[src/rtl/rf_write_arbiter.sv]
// rf_write_arbiter
// Round-robin arbiter that shares the register file's single write port
// between N writeback requesters. The winning request is captured in a
// one-deep issue stage that drives write_en/w_addr/w_data. The pending
// bitmap is decoded from that stage for the control unit.
module rf_write_arbiter #(
  parameter int W = 8,
  parameter int D = 4,
  parameter int N = 3
) (
  input  logic             clk,
  input  logic             rst_n,
  input  logic [N-1:0]     req_valid,
  input  logic [N*D-1:0]   req_addr,
  input  logic [N*W-1:0]   req_data,
  output logic [N-1:0]     req_ready,
  input  logic             stall,
  output logic             write_en,
  output logic [D-1:0]     w_addr,
  output logic [W-1:0]     w_data,
  output logic [2:0]       grant_id,
  output logic [2**D-1:0]  pending
);

  // Index width wide enough for 0..N-1. The sum width has one extra bit so
  // the wrap of ptr + offset can be detected before reducing modulo N.
  localparam int IW = (N > 1) ? $clog2(N) : 1;

  logic [D-1:0]  addr_arr [N];
  logic [W-1:0]  data_arr [N];

  logic [IW-1:0] ptr_reg;
  logic [IW-1:0] ptr_next;
  logic [IW-1:0] winner;
  logic          found;
  logic          transfer;

  // Unpack the flat request buses into per-requester views.
  generate
    for (genvar gi = 0; gi < N; gi++) begin : g_unpack
      assign addr_arr[gi] = req_addr[gi*D +: D];
      assign data_arr[gi] = req_data[gi*W +: W];
    end
  endgenerate

  // Search req_valid from ptr upward with wrap; the first set bit wins.
  always_comb begin
    logic [IW:0] idx;
    winner = '0;
    found  = 1'b0;
    idx    = '0;
    for (int k = 0; k < N; k++) begin
      idx = {1'b0, ptr_reg} + (IW+1)'(k);
      if (idx >= (IW+1)'(N)) begin
        idx = idx - (IW+1)'(N);
      end
      if (!found && req_valid[idx[IW-1:0]]) begin
        found  = 1'b1;
        winner = idx[IW-1:0];
      end
    end
  end

  // A grant needs a valid request, no stall and reset released; stall
  // therefore always beats a simultaneously rising valid.
  always_comb begin
    transfer  = found && !stall && rst_n;
    req_ready = '0;
    if (transfer) begin
      req_ready[winner] = 1'b1;
    end
  end

  // The pointer moves just past the winner so every valid requester is
  // reached within N transfers; winner N-1 wraps back to 0.
  always_comb begin
    ptr_next = ptr_reg;
    if (transfer) begin
      if (winner == IW'(N-1)) begin
        ptr_next = '0;
      end else begin
        ptr_next = winner + IW'(1);
      end
    end
  end

  // Round-robin pointer register.
  always_ff @(posedge clk or negedge rst_n) begin
    if (!rst_n) begin
      ptr_reg <= '0;
    end else begin
      ptr_reg <= ptr_next;
    end
  end

  // Issue stage: capture the winner on a transfer, otherwise drop write_en
  // and keep address/data/id so the register file port stays quiet.
  always_ff @(posedge clk or negedge rst_n) begin
    if (!rst_n) begin
      write_en <= 1'b0;
      w_addr   <= '0;
      w_data   <= '0;
      grant_id <= '0;
    end else if (transfer) begin
      write_en <= 1'b1;
      w_addr   <= addr_arr[winner];
      w_data   <= data_arr[winner];
      grant_id <= 3'(winner);
    end else begin
      write_en <= 1'b0;
    end
  end

  // Pending bitmap: one-hot of the register currently being written.
  always_comb begin
    pending = '0;
    if (write_en) begin
      pending[w_addr] = 1'b1;
    end
  end

endmodule

[config.mk]
export PLATFORM = sky130hd
export DESIGN_NAME = rf_write_arbiter
export DESIGN_NICKNAME = d
export VERILOG_FILES = /design/src/rtl/rf_write_arbiter.sv
export SDC_FILE = /design/constraint.sdc
export NUM_CORES = 1
export LEC_CHECK = 0
export ABC_AREA = 1
export BUFFER_PORTS_ARGS = -buffer_cell sky130_fd_sc_hd__buf_4
export CORE_MARGIN = 3
export CORE_UTILIZATION = 25
export DETAILED_ROUTE_END_ITERATION = 6
export PLACE_DENSITY = 0.48
export SYNTH_ARGS = -nofsm -noshare
export SYNTH_HDL_FRONTEND = slang
export SYNTH_SLANG_ARGS = --single-unit
[constraint.sdc]
create_clock -name clk -period 5.7 [get_ports clk]
set_input_delay 0.57 -clock clk [delete_from_list [all_inputs] [get_ports clk]]
set_output_delay 0.57 -clock clk [all_outputs]
set_load 0.005 [all_outputs]
==> out/metrics.yaml, run 1 <==
floorplanning:
  rows: 27
  io_pins: 77
  die-area_mm2: 0.00672
  die_w_um: 82.0
  chipHeight_um: 82.0
  start_util_pct: 26.0
  core_area_mm2: 0.00554
synthesis:
  synth_cell_type_count: 24
  synth_xor_area_share_pct: 0
  yosys_warnings: 0
  syn_inst: 222
  syn-cell-area_mm2: 0.00144
  yosys_register_bits: 17
  avgSynthCellArea_um2: 6.50
  synthAdderAreaFrac_pct: 3.47
  synth_compound_area_share_pct: 6.68
  synth.area.mux_share_pct: 0
  synthesis.nets: 268
  synthSimpleGateAreaFrac_pct: 45.8
  yosysSeqAreaShare_pct: 29.5
  synth_top_family_by_area: "simple AND/OR/NAND/NOR gates"
clock_network:
  cts_hold_buf: 0
  clk_pin_slew_ns: 0.06
  ctsRootBufferMaster: "clkbuf_8"
  cts_tree: "built"
  clock_path_buffers: 2
  cts_setup_buffers: 0
  insertion_delay_ns: 0.25
  numClockSinks: 17
  cts_buffers: 3
  cts_resized: 0
  htree_levels: 1
global_routing:
  grt_pass1_wl_um: 6330
  track_usage_pct: 11.8
  overflow: 0
  grt_max_degree: 21
  antenna_found_initial: 0
  grt_pass1_vias: 1358
power_and_ir_drop:
  p_leak_nw: 1.24
  clkPwrFrac_pct: 8.5
  seqPwrFrac_pct: 22.4
  internal-power_w: 0.000503
  switchingPower_w: 0.000526
  swShare_pct: 51.1
  ir_drop_mv: 0.180
  powerDensity_mw_per_mm2: 488
  p_total_w: 0.00103
  p_comb_share_pct: 69.1
critical_path:
  r2r-start: "ptr_reg[0]$_DFFE_PN0P_"
  setup.worst_path.end: "req_ready[1]"
  arrival_ns: 2.34
  setup.worst_path.start_class: "flip-flop"
  rr_worst_depth: 13
  critPathMaxFanout: 16
  end_kind: "primary output"
  reg2reg_to: "w_addr[2]$_DFFE_PN0P_"
  required_ns: 5.13
  reg2reg_setup_slack_ns: 3.54
  critPathKind: "reg2out"
  crit_start: "ptr_reg[0]$_DFFE_PN0P_"
finish:
  nNetsFinal: 344
  seq_area_um2: 425
  antenna_cells: 0
  layout_common_cells: "83 x nand2_1, 75 x buf_4, 39 x inv_1, 18 x nand3_1, 17 x dfrtp_1"
  n_fill_cell: 617
  final_common_cell: "nand2_1"
  drive_gt1_share_pct: 34.0
  reg.largest.list: "w_data x8, w_addr x4"
  regMostFlops: "w_data"
  largest_reg_flops: 8
  multi_input_area_um2: 811
  area_delta_synth_final_pct: 46.1
flow_run:
  maxCapViolCount: 0
hold_path:
  hp-class: "in2async"
route:
  drc: 0
  via_count: 1555
  wl_per_cell_um: 10.9
  firstDrtPassIters: 4
  wl_um: 4040
  drt_iter0_markers: 33
  vias_per_cell: 4.21
  postRouteAntennaNets: 0
sta:
  max_clock_freq_mhz: 344
  tns_ns: 0
  hold_viol_final: 0
  rsz0062_at_grt: "no"
  finalCritPeriodShare_pct: 51.0
  min_period_ns: 2.91
  holdWs_ns: 0.184
  finClkSkew_ns: 0.00308
  setup_violations: 0
  slew_viol_final: 0
place:
  globalplace.congestion: 0.847
  dp_hpwl_um: 3350
  port_buffers: 75
run_status:
  outcome: "completed"
[cell type report]
class | instances | share of cell area (%)
Timing Repair Buffer | 75 | 26.7
Tap cell | 72 | 4.28
Inverter | 46 | 8.19
Multi-Input combinational cell | 155 | 38.5
Sequential cell | 17 | 20.2
Clock buffer | 4 | 2.14
[worst max-delay path, stage by stage, from the launching register on]
cell and delay, ns:
dfrtp_1 0.38, inv_1 0.09, ha_1 0.37, nor3_1 0.34
nor2_4 0.10, nand3_2 0.10, nand2_4 0.17, nor2_8 0.23
inv_2 0.07, a21oi_1 0.12, buf_4 0.12
[power groups by stage]
| stage | combinational, W | sequential, W | clock (W) |
|---|---|---|---|
| after global routing | 0.000816 | 0.000238 | 0.0000954 |
| after floorplan | 0.000519 | 0.000225 | 0 |
| after CTS | 0.000728 | 0.000231 | 0.0000905 |
| after global placement | 0.000725 | 0.000233 | 0 |
| after detailed placement | 0.000726 | 0.000232 | 0 |
| final | 0.000711 | 0.000230 | 0.0000875 |
[cells in the mapped netlist, drive strengths merged]
library cell	count	area [um^2]
inv	46	173
dfrtp	17	425
nand4	1	21.3
o21ai	2	13.8
a21boi	1	11.3
o211ai	8	60.1
conb	1	3.75
o22ai	1	6.26
nand2	90	370
ha	4	50.1
nand3	21	120
nor3	9	45.0
buf	4	33.8
nor2	15	96.3
nand3b	1	7.51
a21oi	1	5.00
[cell families after synthesis]
group,count (synthesis)
compound gates,13
other cells,1
fa+ha+maj,4
flops,17
simple gates,137
buf+inv,50
[worst min path at each step]
stage,startpoint,to,cells past startpoint
3_3_place_gp,rst_n,w_data[5]$_DFFE_PN0P_,1
2_1_floorplan,rst_n,grant_id[0]$_DFFE_PN0P_,0
6_report,rst_n,w_data[4]$_DFFE_PN0P_,1
5_1_grt,rst_n,w_data[0]$_DFFE_PN0P_,1
4_1_cts,rst_n,w_data[5]$_DFFE_PN0P_,1
3_5_place_dp,rst_n,w_data[5]$_DFFE_PN0P_,1
[stage by stage]
step           instance area [um^2]  utilization (%)  setup slack [ns]  std cells
2_1_floorplan                  1440                -              3.34        222
3_3_place_gp                   2060             37.2              3.08        365
3_5_place_dp                   2060             37.2              3.02        365
4_1_cts                        2110             38.0              2.75        369
5_1_grt                        2110             38.0              2.52        369
6_report                       2110             38.0              2.79        369
[metal layers]
layer  vias to the layer above  track usage [%]  part of all wire [%]
li1                        832                -                     -
met1                       673             16.0                    46
met2                        48             19.8                    46
met3                         2             3.07                   7.3
met4                         0            0.498                  0.20
met5                         -                0                     0
No activity file was read; power rests on OpenSTA's default activity.
==> run 2: changes to the inputs <==
clock period = 3 ns   (was 5.7 ns; I/O delays follow)
==> run 2 against run 1 <==
Setup slack worse by 2.4 ns. Global-route usage up 1.1 points. Cell area up 0.48%. Routed wire length up 3.0%. Via count unchanged. Register-to-register slack worse by 2.7 ns. Power up 92%. Critical path depth up 2. Clock power up 95%.
==> out/metrics.yaml, run 2 (same netlist as run 1, synthesis figures left out) <==
clock_network:
  cts_setup_buffers: 0
  cts_buffers: 3
  cts_resized: 0
  clk_pin_slew_ns: 0.07
  htree_levels: 1
  clock_path_buffers: 2
  insertion_delay_ns: 0.25
  numClockSinks: 17
  cts_tree: "built"
  ctsRootBufferMaster: "clkbuf_8"
route:
  vias_per_cell: 4.20
  drt_iter0_markers: 53
  via_count: 1555
  wl_um: 4160
  wl_per_cell_um: 11.3
  postRouteAntennaNets: 0
  drc: 0
  firstDrtPassIters: 4
power_and_ir_drop:
  internal-power_w: 0.000957
  seqPwrFrac_pct: 22.0
  p_leak_nw: 1.24
  ir_drop_mv: 0.363
  switchingPower_w: 0.00102
  powerDensity_mw_per_mm2: 932
  swShare_pct: 51.5
  clkPwrFrac_pct: 8.7
  p_comb_share_pct: 69.3
sta:
  tns_ns: 0
  hold_viol_final: 0
  setup_violations: 0
  finalCritPeriodShare_pct: 87.8
  rsz0062_at_grt: "no"
  finClkSkew_ns: 0.00274
  slew_viol_final: 0
  min_period_ns: 2.63
  max_clock_freq_mhz: 380
  setup_ws_ns: 0.365
critical_path:
  cp_slowest_cell: "dfrtp_1"
  cpPeakStageDelay_ns: 0.37
  end_kind: "primary output"
  required_ns: 2.70
  path_cells: "inv_1 -> ha_1 -> nor3_1 -> nor2_4 -> nand3_2 -> inv_2 -> nand2_1 -> nand2_2 -> nor2_8 -> inv_2 -> a21oi_1 -> buf_4"
  setup.worst_path.start_class: "flip-flop"
  reg2reg_setup_slack_ns: 0.82
  critPathKind: "reg2out"
  arrival_ns: 2.33
  critPathMaxFanout: 9
  crit_path_frequent_cell: "inv_2"
global_routing:
  grt_pass1_wl_um: 6710
  track_usage_pct: 12.9
  grt_max_degree: 21
  overflow: 0
  antenna_found_initial: 0
  grt_pass1_vias: 1453
floorplanning:
  io_pins: 77
  start_util_pct: 26.0
  chipHeight_um: 82.0
  die-area_mm2: 0.00672
  rows: 27
  core_area_mm2: 0.00554
  die_w_um: 82.0
finish:
  drive_gt1_share_pct: 33.9
  layout_common_cells: "83 x nand2_1, 75 x buf_4, 39 x inv_1, 18 x nand3_1, 17 x dfrtp_1"
  antenna_cells: 0
  reg.largest.list: "w_data x8, w_addr x4"
  final_area_mm2: 0.00212
  largest_reg_flops: 8
  regMostFlops: "w_data"
  fin_cells: 370
  nNetsFinal: 345
  final_common_cell: "nand2_1"
  area_delta_synth_final_pct: 46.7
flow_run:
  maxCapViolCount: 0
run_status:
  outcome: "completed"
place:
  dpl_worst_slack_ns: 0.625
  place_inst: 365
  dpl_cell_area_mm2: 0.00206
  dp_hpwl_um: 3400
  globalplace.congestion: 0.861
  port_buffers: 75
hold_path:
  hp-class: "in2reg"
[run 2: power groups by stage]
stage	combinational, W	clock [W]	sequential [W]
4_1_cts	0.00139	0.000178	0.000438
6_report	0.00137	0.000171	0.000435
2_1_floorplan	0.000986	0	0.000427
3_3_place_gp	0.00138	0	0.000443
5_1_grt	0.00157	0.000189	0.000454
3_5_place_dp	0.00139	0	0.000441
[run 2: final cells by class]
class	count	area [um^2]
Inverter	46	173
Timing Repair Buffer	76	573
Clock buffer	4	45.0
Sequential cell	17	425
Fill cell	628	3420
Multi-Input combinational cell	155	811
Tap cell	72	90.1
[run 2: path summary, 6_finish.rpt]
kind	start	cells past startpoint	to
max	ptr_reg[0]$_DFFE_PN0P_	12	req_ready[1]
min	req_data[4]	3	w_data[4]$_DFFE_PN0P_
max reg2reg	ptr_reg[0]$_DFFE_PN0P_	13	w_addr[2]$_DFFE_PN0P_
min reg2reg	grant_id[0]$_DFFE_PN0P_	2	grant_id[0]$_DFFE_PN0P_
max in group asynchronous	rst_n	2	w_addr[0]$_DFFE_PN0P_
min in group asynchronous	rst_n	2	w_data[5]$_DFFE_PN0P_
[run 2: repair_timing]
action                                 in CTS  in global routing
setup endpoints to repair                   0                  0
endpoints found under the hold margin      17                  0
hold buffers                                1                  0
[run 2: worst max-delay path: cells and delay by family, from the launching register on]
family          cells  cell delay (ns)
simple gates        6             0.90
compound gates      1             0.12
buf+inv             4             0.33
fa+ha+maj           1             0.36
flops               1             0.37
[run 2: layer usage]
metal  share of wire (%)  vias to the layer above  global-route usage (%)
met3                 6.7                        4                    3.18
met4                0.89                        0                    3.49
met1                  45                      675                    16.9
met5                   0                        -                       0
met2                  47                       45                    21.1
li1                    -                      831                       -
[run 2: metrics by stage]
step	hold WS [ns]	utilization, %	total power (W)
after floorplan	0.00441	-	0.00141
after global placement	0.184	37.2	0.00182
after detailed placement	0.189	37.2	0.00183
after CTS	0.300	38.2	0.00201
after global routing	0.306	38.2	0.00221
final	0.301	38.2	0.00197
